File: src/rtl/scroll_pkg.sv
// Shared encodings and default constants for the scroll sequencer.
//   state_e   : FSM state, which is also the externally visible mode code
//   chan_op_e : per-cycle command issued by the sequencer to every channel
package scroll_pkg;

  localparam int unsigned DEF_NCH      = 2;
  localparam int unsigned DEF_W        = 12;
  localparam int unsigned DEF_XMAX     = 640;
  localparam int unsigned DEF_SPLIT    = 128;
  localparam int unsigned DEF_JUMP_LEN = 4;
  localparam int unsigned DEF_DUCK_LEN = 4;

  typedef enum logic [1:0] {
    ST_RUN  = 2'd0,
    ST_JUMP = 2'd1,
    ST_DUCK = 2'd2,
    ST_DEAD = 2'd3
  } state_e;

  typedef enum logic [2:0] {
    CH_HOLD   = 3'd0,
    CH_INC    = 3'd1,
    CH_CLR    = 3'd2,
    CH_STORE  = 3'd3,
    CH_RESUME = 3'd4
  } chan_op_e;

endpackage

File: src/rtl/scroll_chan.sv
// One position channel: wrapping counter, store register and resume adder.
//   clk_20, rst_n : clock, async active-low reset
//   op            : command from the sequencer (hold/inc/clear/store/resume)
//   add_len       : distance added to the stored value on resume
//   pos           : registered position, always in 0..XMAX-1
module scroll_chan
  import scroll_pkg::*;
#(
  parameter int unsigned W    = DEF_W,
  parameter int unsigned XMAX = DEF_XMAX
) (
  input  logic         clk_20,
  input  logic         rst_n,
  input  chan_op_e     op,
  input  logic [W-1:0] add_len,
  output logic [W-1:0] pos
);

  localparam int unsigned SW = W + 1;

  logic [W-1:0]  stored;
  logic [W-1:0]  pos_nxt;
  logic [W-1:0]  stored_nxt;
  logic [W-1:0]  pos_inc;
  logic [W-1:0]  pos_res;
  logic [SW-1:0] sum;

  // Wrap and resume arithmetic; the extra sum bit keeps stored+len exact before the modulo.
  always_comb begin
    sum     = SW'(stored) + SW'(add_len);
    pos_res = (sum >= SW'(XMAX)) ? W'(sum - SW'(XMAX)) : W'(sum);
    pos_inc = (pos == W'(XMAX - 1)) ? '0 : pos + W'(1);
  end

  // Command decode.
  always_comb begin
    pos_nxt    = pos;
    stored_nxt = stored;
    unique case (op)
      CH_INC:    pos_nxt    = pos_inc;
      CH_CLR:    pos_nxt    = '0;
      CH_STORE:  stored_nxt = pos;
      CH_RESUME: pos_nxt    = pos_res;
      default:   ;
    endcase
  end

  always_ff @(posedge clk_20 or negedge rst_n) begin
    if (!rst_n) begin
      pos    <= '0;
      stored <= '0;
    end else begin
      pos    <= pos_nxt;
      stored <= stored_nxt;
    end
  end

endmodule

File: src/rtl/scroll_seq.sv
// Scroll sequencer: RUN/JUMP/DUCK/DEAD FSM driving NCH lock-step position channels.
//   clk_20, rst_n     : clock, async active-low reset
//   tick              : advance enable for RUN, JUMP and DUCK
//   kp_jump, kp_down  : level-sampled action requests (jump wins)
//   dead              : game-over level, overrides everything
//   pos               : NCH packed positions, channel i at [i*W +: W]
//   mode              : current state code
//   lap               : half-lap phase flag
//   act_done          : one-cycle pulse when a jump or duck completes
module scroll_seq
  import scroll_pkg::*;
#(
  parameter int unsigned NCH      = DEF_NCH,
  parameter int unsigned W        = DEF_W,
  parameter int unsigned XMAX     = DEF_XMAX,
  parameter int unsigned SPLIT    = DEF_SPLIT,
  parameter int unsigned JUMP_LEN = DEF_JUMP_LEN,
  parameter int unsigned DUCK_LEN = DEF_DUCK_LEN
) (
  input  logic             clk_20,
  input  logic             rst_n,
  input  logic             tick,
  input  logic             kp_jump,
  input  logic             kp_down,
  input  logic             dead,
  output logic [NCH*W-1:0] pos,
  output logic [1:0]       mode,
  output logic             lap,
  output logic             act_done
);

  localparam int unsigned TMAX = (JUMP_LEN > DUCK_LEN) ? JUMP_LEN : DUCK_LEN;
  localparam int unsigned TW   = (TMAX > 2) ? $clog2(TMAX) : 1;
  // When the split point is the last position, the ordinary wrap owns it.
  localparam bit SPLIT_IS_WRAP = (SPLIT == XMAX - 1);

  state_e        state, state_nxt;
  chan_op_e      chan_op;
  logic [W-1:0]  add_len;
  logic [TW-1:0] timer, timer_nxt;
  logic          lap_nxt;
  logic          act_nxt;
  logic          key;
  logic          at_split;
  logic          jump_last;
  logic          duck_last;

  assign key       = kp_jump | kp_down;
  assign at_split  = !SPLIT_IS_WRAP && (pos[W-1:0] == W'(SPLIT));
  assign jump_last = (timer == TW'(JUMP_LEN - 1));
  assign duck_last = (timer == TW'(DUCK_LEN - 1));

  // State register.
  always_ff @(posedge clk_20 or negedge rst_n) begin
    if (!rst_n) state <= ST_RUN;
    else        state <= state_nxt;
  end

  // Next-state logic.
  always_comb begin
    state_nxt = state;
    if (dead) begin
      state_nxt = ST_DEAD;
    end else begin
      unique case (state)
        ST_RUN:  if (tick && kp_jump)      state_nxt = ST_JUMP;
                 else if (tick && kp_down) state_nxt = ST_DUCK;
        ST_JUMP: if (tick && jump_last)    state_nxt = ST_RUN;
        ST_DUCK: if (tick && duck_last)    state_nxt = ST_RUN;
        ST_DEAD:                           state_nxt = ST_RUN;
        default:                           state_nxt = ST_RUN;
      endcase
    end
  end

  // Datapath commands and next values of timer, lap and act_done.
  always_comb begin
    chan_op   = CH_HOLD;
    add_len   = W'(JUMP_LEN);
    timer_nxt = timer;
    lap_nxt   = lap;
    act_nxt   = 1'b0;
    if (!dead) begin
      unique case (state)
        ST_RUN: begin
          if (tick) begin
            if (key) begin
              chan_op   = CH_STORE;
              timer_nxt = '0;
            end else if (at_split && !lap) begin
              chan_op = CH_CLR;
              lap_nxt = 1'b1;
            end else begin
              chan_op = CH_INC;
              if (at_split) lap_nxt = 1'b0;
            end
          end
        end
        ST_JUMP: begin
          if (tick) begin
            if (jump_last) begin
              chan_op   = CH_RESUME;
              timer_nxt = '0;
              act_nxt   = 1'b1;
            end else begin
              timer_nxt = timer + TW'(1);
            end
          end
        end
        ST_DUCK: begin
          add_len = W'(DUCK_LEN);
          if (tick) begin
            if (duck_last) begin
              chan_op   = CH_RESUME;
              timer_nxt = '0;
              act_nxt   = 1'b1;
            end else begin
              timer_nxt = timer + TW'(1);
            end
          end
        end
        ST_DEAD: begin
          chan_op   = CH_CLR;
          lap_nxt   = 1'b0;
          timer_nxt = '0;
        end
        default: ;
      endcase
    end
  end

  always_ff @(posedge clk_20 or negedge rst_n) begin
    if (!rst_n) begin
      timer    <= '0;
      lap      <= 1'b0;
      act_done <= 1'b0;
    end else begin
      timer    <= timer_nxt;
      lap      <= lap_nxt;
      act_done <= act_nxt;
    end
  end

  assign mode = 2'(state);

  // All channels receive the same command, so they only differ by their own wrap.
  for (genvar i = 0; i < NCH; i++) begin : g_chan
    scroll_chan #(
      .W    (W),
      .XMAX (XMAX)
    ) u_chan (
      .clk_20  (clk_20),
      .rst_n   (rst_n),
      .op      (chan_op),
      .add_len (add_len),
      .pos     (pos[i*W +: W])
    );
  end

endmodule

File: config.mk
export PLATFORM = sky130hd
export DESIGN_NAME = scroll_seq
export DESIGN_NICKNAME = d
export VERILOG_FILES = /design/src/rtl/scroll_pkg.sv /design/src/rtl/scroll_chan.sv /design/src/rtl/scroll_seq.sv
export SDC_FILE = /design/constraint.sdc
export NUM_CORES = 1
export LEC_CHECK = 0
export CAP_MARGIN = 25
export CORE_MARGIN = 1.5
export CORE_UTILIZATION = 55
export DETAILED_ROUTE_END_ITERATION = 16
export GPL_TIMING_DRIVEN = 0
export PLACE_DENSITY = 0.72
export SYNTH_ARGS = -nofsm -noshare
export SYNTH_HDL_FRONTEND = slang
export SYNTH_SLANG_ARGS = --single-unit
File: constraint.sdc
create_clock -name clk_20 -period 3.4 [get_ports clk_20]
set_input_delay 0.68 -clock clk_20 [delete_from_list [all_inputs] [get_ports clk_20]]
set_output_delay 0.68 -clock clk_20 [all_outputs]
set_load 0.02 [all_outputs]
==> results of run 1 <==
logic make-up after synthesis:
family | share of synthesized area
fa+ha+maj | 0.0407
mux | 0.0752
compound gates | 0.220
flops | 0.338
buf+inv | 0.0617
xor+xnor | 0.0388
simple gates | 0.226
synth_stat cells (6+ instances only):
cell type  instances
a211oi_1           6
a21oi_1           36
a31oi_1            7
and3_1             8
buf_6              7
clkbuf_1          11
dfrtp_1           54
ha_1              13
inv_1             20
mux2_2            22
nand2_1           37
nand3_1           21
nand4_1           10
nor2_1            27
nor3_1            15
o21ai_0           22
or3_1             10
xnor2_1           10
power by group:
group / internal [mW] / switching [mW] / leakage [nW]
Sequential: 0.814 / 0.256 / 0.707
Combinational: 0.704 / 0.904 / 1.09
Clock: 0.146 / 0.231 / 0.0441
final cells by class:
cell class	count	area, um^2
Multi-Input combinational cell	349	2400
Fill cell	635	2360
Sequential cell	54	1350
Timing Repair Buffer	34	345
Buffer	24	171
Tap cell	96	120
Inverter	20	75.1
Clock buffer	5	68.8
Clock inverter	3	21.3
final timing paths:
check	from	endpoint	slack, ps	depth (start not counted)
min reg2reg	lap	lap	530	1
max reg2reg	g_chan[0].u_chan.pos[0]	g_chan[1].u_chan.stored[0]	210	9
min in group clk_20	lap	lap	530	1
min	rst_n	timer[1]	280	1
max in group asynchronous	rst_n	g_chan[1].u_chan.stored[5]	2580	2
max	g_chan[0].u_chan.pos[0]	g_chan[1].u_chan.stored[0]	210	9
cell usage in the layout (no fill, tap or decap), types with 4 or more instances in the layout:
| cell type | count |
|---|---|
| nor3_1 | 15 |
| mux2_2 | 22 |
| nand4_1 | 10 |
| clkbuf_8 | 6 |
| xor2_1 | 4 |
| clkdlybuf4s50_1 | 32 |
| nand3_1 | 21 |
| o31ai_1 | 4 |
| nand2_1 | 37 |
| clkbuf_1 | 11 |
| xnor2_1 | 10 |
| buf_6 | 7 |
| inv_1 | 20 |
| nand4b_1 | 5 |
| dfrtp_1 | 54 |
| o21ai_0 | 22 |
| o221ai_1 | 5 |
| o211ai_1 | 4 |
| nor4_1 | 5 |
| buf_2 | 4 |
| a21oi_1 | 36 |
| a2bb2oi_1 | 4 |
| a31oi_1 | 7 |
| ha_1 | 13 |
| nor2_1 | 27 |
| and3_1 | 8 |
| a32oi_1 | 4 |
| a211oi_1 | 6 |
| or3_1 | 10 |
routing by layer:
layer | up-vias | wire [um]
li1 | 1779 | -
met1 | 1814 | 5210
met2 | 139 | 4870
met3 | 11 | 621
met4 | 0 | 127
met5 | - | 0
sequential cells by signal (all words and copies together), names as in the netlist:
signal	cells
g_chan.u_chan.pos	24
g_chan.u_chan.stored	24
mode	2
timer	2
act_done	1
lap	1
==> run summary, run 1 <==
gpl congestion = 0.934
dominant cell type by area after synthesis = dfrtp_1
CTS Hold Bufs = 0
fin crit period = 3190 ps
post-synthesis sequential area ratio = 0.338
Max Clock Skew = 13.7 ps
Post-CTS Resized = 0
Top Family by Delay on Critical Path = simple AND/OR/NAND/NOR gates
WL final = 10800 um
worst slew pin tran = 1020 ps
IR Drop Worst-Case VDD = 370 uV
Chip Width = 88.2 um
number of I/O pins = 34
CP endpoint kind = flop
Achievable Freq = 314 MHz
placed cell area = 4460 um^2
fin util = 0.659
status = completed
setup repair bufs after CTS = 0
pin count of the biggest net entering global routing = 39
Tcrit/Tclk final = 0.938
Max Cap Violations = 0
Overflow after GRT = 0
global-route met1 utilization = 0.424
RSZ-0062 raised after global routing = no
final hold vios = 0
die area = 7780 um^2
initial antenna violation count = 0
Final HPWL DP = 7900 um
mapped cell area = 4000 um^2
number of buffers created by CTS = 5
root buffer cell = clkbuf_8
ant diodes = 0
vias = 3743
Area contributors post-synth = dfrtp_1, mux2_2, a21oi_1
Setup WS post-layout = 211 ps
syn avg cell area = 8.94 um^2
Leak = 1.84 nW
PwrDens = 671 nW/um^2
H-tree levels = 2
Reg clk slew, reported paths = 110 ps
Cells after Synth = 447
Worst Hold Class = in -> async
DR pass1 iterations = 5
Yosys reg bits = 54
gr usage total = 0.284
placed insts = 577
Slew Limit Fails = 0
num rows = 30
Final setup viols = 0
clock sink count = 54
WP data arrival = 3400 ps
Avg Vias per Cell = 6.40
post-route design area = 4550 um^2
Routed Antenna Nets = 0
Area growth syn-to-layout = 13.9%
Crit Path Category = reg -> reg
Port-buffer cells = 33
crit-path max FO = 10
CP max stage delay = 500 ps
Residual DRC = 0
EDFF count, synth = 0
Hold Slack = 280 ps
grt met3 use = 0.0345
Initial Util = 0.578
syn_nets = 466
required time worst endpoint = 3610 ps
worst slack, placed = 50.9 ps
Post-synth ARST share = 1.00
CTS tree = built
Post-synth top flop = dfrtp_1
drt wl/cell = 18.5 um
nets@finish = 507
first-pass GRT wire length = 17000 um
CP Launch Type = flop
CP cell instances = inv_1, ha_1, or4b_4, or4_1, buf_2, o22a_1, nor2_4, buf_6, mux2_2
Ys Warns = 0
share of cells above drive strength 1 = 0.127
Synth top area share = 0.338
Skew-Pair Late Insertion Delay = 320 ps
number of global-route vias before repair = 3335
Detailed Route Iter0 Violations = 327
CORE AREA = 6910 um^2
slowest CP cell = or4b_4
global route hottest layer = met2
post-synthesis cell type count = 71
Max Root-Sink Buffers = 2
Non-Filler Instances = 585
Power, Total = 3.06 mW
Chip Height = 88.2 um
Slew headroom = 0.316
buffers plus inverters on the worst setup path = 3
M2 GR Usage = 0.440
TNS Setup = 0 ps
Note: power is estimated with default switching activity, not from simulation.
==> run 2, diff against run 1 <==
- clock period: 3.4 -> 3.04 ns (I/O delays scaled with it)
==> run summary, run 2 (same netlist as run 1, synthesis figures left out) <==
status = completed (unchanged)
biggest regs = g_chan.u_chan.pos: 24 flops, g_chan.u_chan.stored: 24 flops (unchanged)
Slew Limit Fails = 0 (unchanged)
required time worst endpoint = 3240 ps (was 3610 ps)
clock sink count = 54 (unchanged)
root buffer cell = clkbuf_8 (unchanged)
fin crit period = 2960 ps (was 3190 ps)
Tcrit/Tclk final = 0.974 (was 0.938)
CTS tree = built (unchanged)
H-tree levels = 2 (unchanged)
IR Drop Worst-Case VDD = 417 uV (was 370 uV)
most frequent cells in the layout = dfrtp_1, nand2_1, a21oi_1 (unchanged)
WP data arrival = 3160 ps (was 3400 ps)
WL final = 11000 um (was 10800 um)
Final setup viols = 0 (unchanged)
commonest non-fill, non-tap cell in the layout = dfrtp_1 (unchanged)
Max Clock Skew = 12.3 ps (was 13.7 ps)
num rows = 30 (unchanged)
Crit Path Category = reg -> reg (unchanged)
Skew-Pair Late Insertion Delay = 320 ps (about the same)
Reg clk slew, reported paths = 110 ps (about the same)
die area = 7780 um^2 (unchanged)
CP endpoint kind = flop (unchanged)
DR WL met3 = 690 um (was 621 um)
initial antenna violation count = 0 (unchanged)
number of I/O pins = 34 (unchanged)
post-route design area = 4620 um^2 (was 4550 um^2)
# fillers = 620 (was 635)
Overflow after GRT = 0 (unchanged)
Routed Antenna Nets = 0 (unchanged)
Detailed Route Iter0 Violations = 282 (was 327)
CORE AREA = 6910 um^2 (unchanged)
Chip Height = 88.2 um (unchanged)
Leak = 1.87 nW (was 1.84 nW)
Final HPWL DP = 7900 um (unchanged)
CP Launch Type = flop (unchanged)
worst slew pin tran = 842 ps (was 1020 ps)
Achievable Freq = 338 MHz (was 314 MHz)
Chip Width = 88.2 um (unchanged)
Residual DRC = 0 (unchanged)
fin util = 0.669 (was 0.659)
PwrDens = 747 nW/um^2 (was 671 nW/um^2)
placed cell area = 4460 um^2 (unchanged)
Worst Hold Class = in -> async (unchanged)
gr usage total = 0.284 (about the same)
WL met1 = 5140 um (was 5210 um)
crit-path max FO = 7 (was 10)
vias = 3790 (was 3743)
DR pass1 iterations = 5 (unchanged)
number of buffers created by CTS = 5 (unchanged)
DR WL met2 = 4990 um (was 4870 um)
Max Root-Sink Buffers = 2 (unchanged)
CTS Hold Bufs = 0 (unchanged)
pin count of the biggest net entering global routing = 39 (unchanged)
first-pass GRT wire length = 17000 um (about the same)
number of global-route vias before repair = 3341 (was 3335)
Area growth syn-to-layout = 15.6% (was 13.9%)
drt wl/cell = 18.6 um (was 18.5 um)
Avg Vias per Cell = 6.45 (was 6.40)
ant diodes = 0 (unchanged)
Reg2Reg Setup Slack = 80 ps (was 210 ps)
Port-buffer cells = 33 (unchanged)
gpl congestion = 0.934 (unchanged)
Slew headroom = 0.435 (was 0.316)
Max Cap Violations = 0 (unchanged)
DR top layer = met4 (unchanged)
reg2reg path depth = 9 (unchanged)
RSZ-0062 raised after global routing = no (unchanged)
share of cells above drive strength 1 = 0.152 (was 0.127)
nets@finish = 510 (was 507)
Seq. cell area = 1350 um^2 (about the same)
R2R Path End = g_chan[0].u_chan.pos[11] (was g_chan[1].u_chan.stored[0])
final hold vios = 0 (unchanged)
Initial Util = 0.578 (unchanged)
worst r2r src = g_chan[0].u_chan.pos[1] (was g_chan[0].u_chan.pos[0])
area of the multi-input gates = 2420 um^2 (was 2400 um^2)
[run 2: cell count changes in the layout (fill, tap and decap cells not counted), sizes merged]
cell / previous run / this run
buf: 12 / 17
clkbuf: 17 / 15
[run 2: layout make-up]
class / instances / share of cell area
buffer: 22 / 0.0355
clock inverter: 3 / 0.00460
inverter: 20 / 0.0163
multi-input combinational: 349 / 0.524
tap: 96 / 0.0260
sequential: 54 / 0.293
clock buffer: 5 / 0.0149
timing repair buffer: 39 / 0.0856
[run 2: metrics by stage]
stage | std cells | hold WS [ps] | setup TNS (ps) | setup slack [ps] | power (mW)
finish | 588 | 207 | 0 | 78.4 | 3.45
global route | 588 | 236 | 0 | 4.56 | 3.69
CTS | 587 | 228 | 0 | 18.9 | 3.40
detailed placement | 577 | 518 | -5060 | -237 | 2.97
global placement | 576 | 504 | -23620 | -353 | 2.93
floorplan | 447 | 312 | 0 | 220 | 2.37
[run 2: worst max-delay path, stage by stage, from the launching register on]
cell and delay (ps):
dfrtp_1 450, inv_1 120, ha_1 140, or4b_4 500, or4_1 500, buf_2 190
a21oi_4 240, xnor2_2 280, nor2_1 90, o41ai_1 340
[run 2: how the worst max path moves through the flow]
stage	startpoint	to	cells past startpoint
after floorplan	g_chan[0].u_chan.pos[0]	g_chan[0].u_chan.stored[0]	9
after global placement	rst_n	g_chan[1].u_chan.stored[1]	1
after detailed placement	kp_jump	g_chan[1].u_chan.pos[0]	8
after CTS	g_chan[0].u_chan.pos[0]	g_chan[0].u_chan.pos[11]	9
after global routing	g_chan[0].u_chan.pos[1]	g_chan[0].u_chan.pos[0]	10
final	g_chan[0].u_chan.pos[1]	g_chan[0].u_chan.pos[11]	9
[run 2: report_power, final]
| part | switching, mW | internal, mW | leakage, nW | total (mW) |
|---|---|---|---|---|
| logic | 1.03 | 0.811 | 1.12 | 1.84 |
| registers | 0.284 | 0.913 | 0.705 | 1.20 |
| clock network | 0.254 | 0.163 | 0.0441 | 0.417 |
[run 2: per-layer routing]
layer,global-route usage,up-vias
li1,-,1780
met1,0.423,1843
met2,0.443,157
met3,0.0364,10
met4,0.0668,0
met5,0,-
[run 2: repair_timing]
item,4_1_cts,5_1_grt
pin swaps,2,2
endpoints found under the setup margin,19,44
setup buffers,2,3
resized for setup,1,8
